$ cat src/rtl/pad_pkg.sv
// pad_pkg: shared types and defaults for pad input conditioning blocks.
package pad_pkg;
    typedef enum logic {IDLE, WAIT} deb_state_t;
    localparam int DEB_CYCLES_DEFAULT = 16;
endpackage

$ cat src/rtl/pad_debounce_if.sv
// pad_debounce_if: pad level/qualifier in, debounced level and edge strobes out.
interface pad_debounce_if;
    logic IN0;
    logic SAMPLE_EN;
    logic Y;
    logic RISE;
    logic FALL;
    logic BUSY;
    modport master (output IN0, SAMPLE_EN, input Y, RISE, FALL, BUSY);
    modport slave (input IN0, SAMPLE_EN, output Y, RISE, FALL, BUSY);
endinterface

$ cat src/rtl/sync2.sv
// sync2: two-flop synchronizer bringing an asynchronous level into the CLK domain.
module sync2 #(
    parameter logic RST_VAL = 1'b0
) (
    input  logic CLK,
    input  logic RST_N,
    input  logic D,
    output logic Q
);
    logic s1_q, s2_q;
    always_ff @(posedge CLK or negedge RST_N) begin
        if (!RST_N) begin
            s1_q <= RST_VAL;
            s2_q <= RST_VAL;
        end else begin
            s1_q <= D;
            s2_q <= s1_q;
        end
    end
    assign Q = s2_q;
endmodule

$ cat src/rtl/pad_debounce.sv
// pad_debounce: synchronizes a schmitt pad level and accepts a new level only after
// DEB_CYCLES consecutive qualified samples, emitting one-cycle RISE/FALL strobes.
module pad_debounce
    import pad_pkg::*;
#(
    parameter int   DEB_CYCLES = DEB_CYCLES_DEFAULT,
    parameter int   CNT_W      = $clog2(DEB_CYCLES),
    parameter logic RST_VAL    = 1'b0
) (
    input  logic CLK,
    input  logic RST_N,
    pad_debounce_if.slave bus
);
    localparam logic [CNT_W-1:0] CNT_MAX = CNT_W'(DEB_CYCLES - 1);
    deb_state_t       state_q, state_d;
    logic [CNT_W-1:0] cnt_q, cnt_d;
    logic             y_q, y_d, rise_q, rise_d, fall_q, fall_d;
    logic             s2;
    sync2 #(.RST_VAL(RST_VAL)) u_sync (
        .CLK  (CLK),
        .RST_N(RST_N),
        .D    (bus.IN0),
        .Q    (s2)
    );
    // A matching sample aborts regardless of SAMPLE_EN, so abort outranks commit.
    always_comb begin
        state_d = state_q;
        cnt_d   = cnt_q;
        y_d     = y_q;
        rise_d  = 1'b0;
        fall_d  = 1'b0;
        if (state_q == IDLE) begin
            state_d = (bus.SAMPLE_EN && s2 != y_q) ? WAIT : IDLE;
            cnt_d   = (bus.SAMPLE_EN && s2 != y_q) ? CNT_W'(1) : '0;
        end else if (s2 == y_q) begin
            state_d = IDLE;
            cnt_d   = '0;
        end else if (bus.SAMPLE_EN && cnt_q == CNT_MAX) begin
            state_d = IDLE;
            cnt_d   = '0;
            y_d     = ~y_q;
            rise_d  = ~y_q;
            fall_d  = y_q;
        end else if (bus.SAMPLE_EN) begin
            cnt_d = cnt_q + CNT_W'(1);
        end
    end
    always_ff @(posedge CLK or negedge RST_N) begin
        if (!RST_N) begin
            state_q <= IDLE;
            cnt_q   <= '0;
            y_q     <= RST_VAL;
            rise_q  <= 1'b0;
            fall_q  <= 1'b0;
        end else begin
            state_q <= state_d;
            cnt_q   <= cnt_d;
            y_q     <= y_d;
            rise_q  <= rise_d;
            fall_q  <= fall_d;
        end
    end
    assign bus.Y    = y_q;
    assign bus.RISE = rise_q;
    assign bus.FALL = fall_q;
    assign bus.BUSY = (state_q == WAIT);
endmodule
$ cat src/flat_wrapper.sv
// flat-port wrapper written by rule: the top's interface ports become plain ports
module pad_debounce_flat import pad_pkg::*;
#(
    parameter int   DEB_CYCLES = DEB_CYCLES_DEFAULT,
    parameter int   CNT_W      = $clog2(DEB_CYCLES),
    parameter logic RST_VAL    = 1'b0
)
  (CLK, RST_N, bus_IN0, bus_SAMPLE_EN, bus_Y, bus_RISE, bus_FALL, bus_BUSY);
  pad_debounce_if bus_i ();
  input  logic CLK;
  input  logic RST_N;
  input wire logic [$bits(bus_i.IN0)-1:0] bus_IN0;
  input wire logic [$bits(bus_i.SAMPLE_EN)-1:0] bus_SAMPLE_EN;
  output wire logic [$bits(bus_i.Y)-1:0] bus_Y;
  output wire logic [$bits(bus_i.RISE)-1:0] bus_RISE;
  output wire logic [$bits(bus_i.FALL)-1:0] bus_FALL;
  output wire logic [$bits(bus_i.BUSY)-1:0] bus_BUSY;
  assign bus_i.IN0 = bus_IN0;
  assign bus_i.SAMPLE_EN = bus_SAMPLE_EN;
  assign bus_Y = bus_i.Y;
  assign bus_RISE = bus_i.RISE;
  assign bus_FALL = bus_i.FALL;
  assign bus_BUSY = bus_i.BUSY;
  pad_debounce #(.DEB_CYCLES(DEB_CYCLES), .CNT_W(CNT_W), .RST_VAL(RST_VAL)) u_core (.CLK(CLK), .RST_N(RST_N), .bus(bus_i));
endmodule
$ cat config.mk
export PLATFORM = sky130hd
export DESIGN_NAME = pad_debounce_flat
export DESIGN_NICKNAME = d
export VERILOG_FILES = /design/src/rtl/pad_pkg.sv /design/src/rtl/pad_debounce_if.sv /design/src/rtl/sync2.sv /design/src/rtl/pad_debounce.sv /design/src/flat_wrapper.sv
export SDC_FILE = /design/constraint.sdc
export NUM_CORES = 1
export LEC_CHECK = 0
export CAP_MARGIN = 5
export CORE_AREA = 2 2 39 41
export DETAILED_ROUTE_END_ITERATION = 8
export DIE_AREA = 0 0 41 43
export HOLD_SLACK_MARGIN = 0.08
export PLACE_DENSITY_LB_ADDON = 0.2
export SLEW_MARGIN = 40
export SYNTH_ARGS = -nofsm -noshare
export SYNTH_HDL_FRONTEND = slang
export SYNTH_SLANG_ARGS = --single-unit
export TNS_END_PERCENT = 50
$ cat constraint.sdc
create_clock -name CLK -period 4 [get_ports CLK]
set_clock_uncertainty 0.2 [all_clocks]
set_input_delay 1.2 -clock CLK [delete_from_list [all_inputs] [get_ports CLK]]
set_output_delay 1.2 -clock CLK [all_outputs]
set_load 0.01 [all_outputs]
==> summary.md <==
| Metric | Value |
|---|---|
| Vias in the first global route | `slightly above 300` |
| Final hold vios | `0` |
| Slew @ Worst Pin | `roughly 0.44 ns` |
| Clock buffer count from CTS | `3` |
| Final critical-path required period | `2.70 ns` |
| M1 WL | `between 300 and 400 um` |
| Worst path slowest cell | `clkdlybuf4s50_1` |
| Hold WC Path Type | `reg2reg` |
| PortBufs | `7` |
| Worst EP arrival | `1.30 ns` |
| Pwr dens | `338 nW/um2` |
| Placer Congestion | `about 0.65` |
| Placed wire-length estimate | `546 um` |
| Slew HR | `between 70% and 80%` |
| Asr flop ratio synth | `100%` |
| Total Routing Usage GR | `a little under an eighth` |
| Syn nets | `41` |
| Maxcap violations | `0` |
| Kind of critical path | `reg2out` |
| Leak Pwr | `about 0.24 nW` |
| Post-synth EDFFs | `0` |
| Setup violations, final | `0` |
| Die ar. | `~1800 um2` |
| Wire per inst | `between 10 and 15 um` |
| Outcome | `completed` |
| Remaining Overflow, GRT | `0` |
| Setup_tns | `0 ns` |
| Yosys reg bits | `10` |
| Max stage delay on crit path | `about 0.58 ns` |
| Top-area cell type share of the netlist area | `roughly 56%` |
| Core area | `1380 um2` |
| Sequential cell area | `roughly 250 um2` |
| Largest net degree at the start of global routing | `11` |
| Period utilisation layout | `between 60% and 70%` |
| Clock sink total | `10` |
| Routed met2 length | `between 300 and 400 um` |
| Initial antenna violation count | `0` |
| Post-CTS Setup Bufs | `0` |
| DP Area | `~520 um2` |
| 1st-iter DRT viols | `5` |
| Fillers | `128` |
| Req. time, crit path | `~2.6 ns` |
| Syn Area/Cell | `~12 um2` |
| Clock latency on the worst-skew pair | `between 0.2 and 0.3 ns` |
| Startpoint types | `flip-flop` |
| Synth Flop Type | `dfrtp_1` |
| Yosys top cell by area | `dfrtp_1` |
| Synth warn | `0` |
| Routed Antenna Nets | `0` |
| Crit path max-delay family | `buffers and inverters` |
| I/O pin total | `8` |
| Nets | `52` |
| Die H | `around 43 um` |
| DRC Markers | `0` |
| Most common library cells after synthesis | `dfrtp_1, nor2_1, nand2_1` |
| Hold_ws | `0.153 ns` |
| Critical path peak fanout | `6` |
| Placement Rows | `14` |
| CTS Buffer Depth | `2` |
| Cells after Synth | `36` |
| Top sig layer | `met3` |
| Vias | `285` |
| CTS clock-pin slew for the worst setup and hold paths | `~0.060 ns` |
| Layout cells sized above 1 | `15.6%` |
| PostCTS Resize Cnt | `0` |
| Vias per std cell | `~4.7` |
| Routed length on met3 | `between 20 and 25 um` |
| Worst Path Buf+Inv | `1` |
| Syn-to-layout area delta | `22.8%` |
| Antenna diodes | `0` |
| Cell with the most instances after synthesis | `dfrtp_1` |
| H-tree Lvls | `1` |
| Cell variety after synth | `20` |
| Slew Limit Fails | `0` |
| Hold_buf cts | `0` |
| RSZ-0062 raised after global routing | `no` |
| First-pass iteration count of the detailed router | `3` |
| CP cell instances | `clkdlybuf4s50_1` |
| Routed Wire Length | `723 um` |
| CP endpoint kind | `primary output` |
| Fin util | `between 30% and 40%` |
| Die X-Extent | `41 um` |
| Syn Std Cell Area | `about 440 um2` |
| First-pass GRT wire length | `~1300 um` |
| Max IR drop VDD | `~0.00018 V` |
| CTS tree | `yes` |
| Finished Cell Area | `roughly 550 um2` |
| Fmax | `around 370 MHz` |
| Top cells by area, synth | `dfrtp_1, nand3_4, mux2_4, nor2_1, nor3b_1` |
| Multi-input gate area | `between 150 and 200 um2` |
| Root Driver | `clkbuf_4` |
| Sequential fraction of the synthesis area | `56.3%` |
| Initial Utilization | `32.1%` |
-- logic make-up (layout without fill, tap and decap cells) --
logic type / Yosys count / in the layout / synth area share (%)
compound gates: 5 / 5 / 7.61
xor+xnor: 2 / 2 / 3.94
fa+ha+maj: 1 / 1 / 2.82
buf+inv: 1 / 10 / 2.54
flops: 10 / 10 / 56.3
mux: 2 / 2 / 5.63
simple gates: 15 / 15 / 21.1
-- power by group --
group | total, W | leakage [nW] | switching [W] | internal (W)
registers | 0.000107 | 0.132 | 0.00000324 | 0.000104
clock network | 0.0000649 | 0.0138 | 0.0000303 | 0.0000345
logic | 0.0000126 | 0.0924 | 0.00000601 | 0.00000655
-- path summary, 6_finish.rpt --
path                                               from                           to  slack [ns]  cells after the start
hold / removal             u_core.u_sync.s1_q$_DFF_PN0_    u_core.u_sync.Q$_DFF_PN0_        0.15                      0
setup reg to reg            u_core.cnt_q[0]$_DFFE_PN0P_     u_core.bus.Y$_DFFE_PN0P_        2.42                      4
hold reg to reg            u_core.u_sync.s1_q$_DFF_PN0_    u_core.u_sync.Q$_DFF_PN0_        0.15                      0
setup / recovery              u_core.bus.BUSY$_DFF_PN0_                     bus_BUSY        1.30                      1
max in group asynchronous                         RST_N  u_core.cnt_q[1]$_DFFE_PN0P_        2.24                      1
min in group asynchronous                         RST_N    u_core.bus.FALL$_DFF_PN0_        1.05                      1
-- cell usage in the layout (no fill, tap or decap) --
cell type	count
dfrtp_1	10
clkdlybuf4s50_1	7
nor2_1	4
nand2_1	3
clkbuf_4	3
nor3b_1	2
a21oi_1	2
and3_4	1
nand3_4	1
xnor2_1	1
and2_1	1
nand2b_1	1
mux2i_1	1
o211a_1	1
nor3_1	1
mux2_4	1
o21ai_0	1
or3_1	1
a21oi_2	1
xor2_1	1
ha_1	1
-- registers in the layout, indices dropped and copies added, names as in the netlist --
register / cells
u_core.u_sync.Q: 1
u_core.u_sync.s1_q: 1
u_core.cnt_q: 4
u_core.bus.BUSY: 1
u_core.bus.RISE: 1
u_core.bus.Y: 1
u_core.bus.FALL: 1
-- metrics by stage --
step	worst slack, ns	std cells	power (W)
floorplan	1.94	36	0.000115
finish	1.30	61	0.000184
detailed placement	1.27	58	0.000122
global placement	1.35	58	0.000121
CTS	1.29	61	0.000189
global route	1.25	61	0.000195
-- routing by layer --
layer | vias to the layer above | GRT usage [%]
met1 | 138 | 15.4
met4 | 0 | 6.00
li1 | 143 | -
met3 | 0 | 4.71
met5 | - | 0
met2 | 4 | 15.6
-- cell type report --
type                       instances  area share, %
clock buffer                       3           4.13
multi-input combinational         25           33.5
tap                               16           3.67
timing repair buffer               7           12.8
sequential                        10           45.9
No activity file was read; power rests on OpenSTA's default activity.
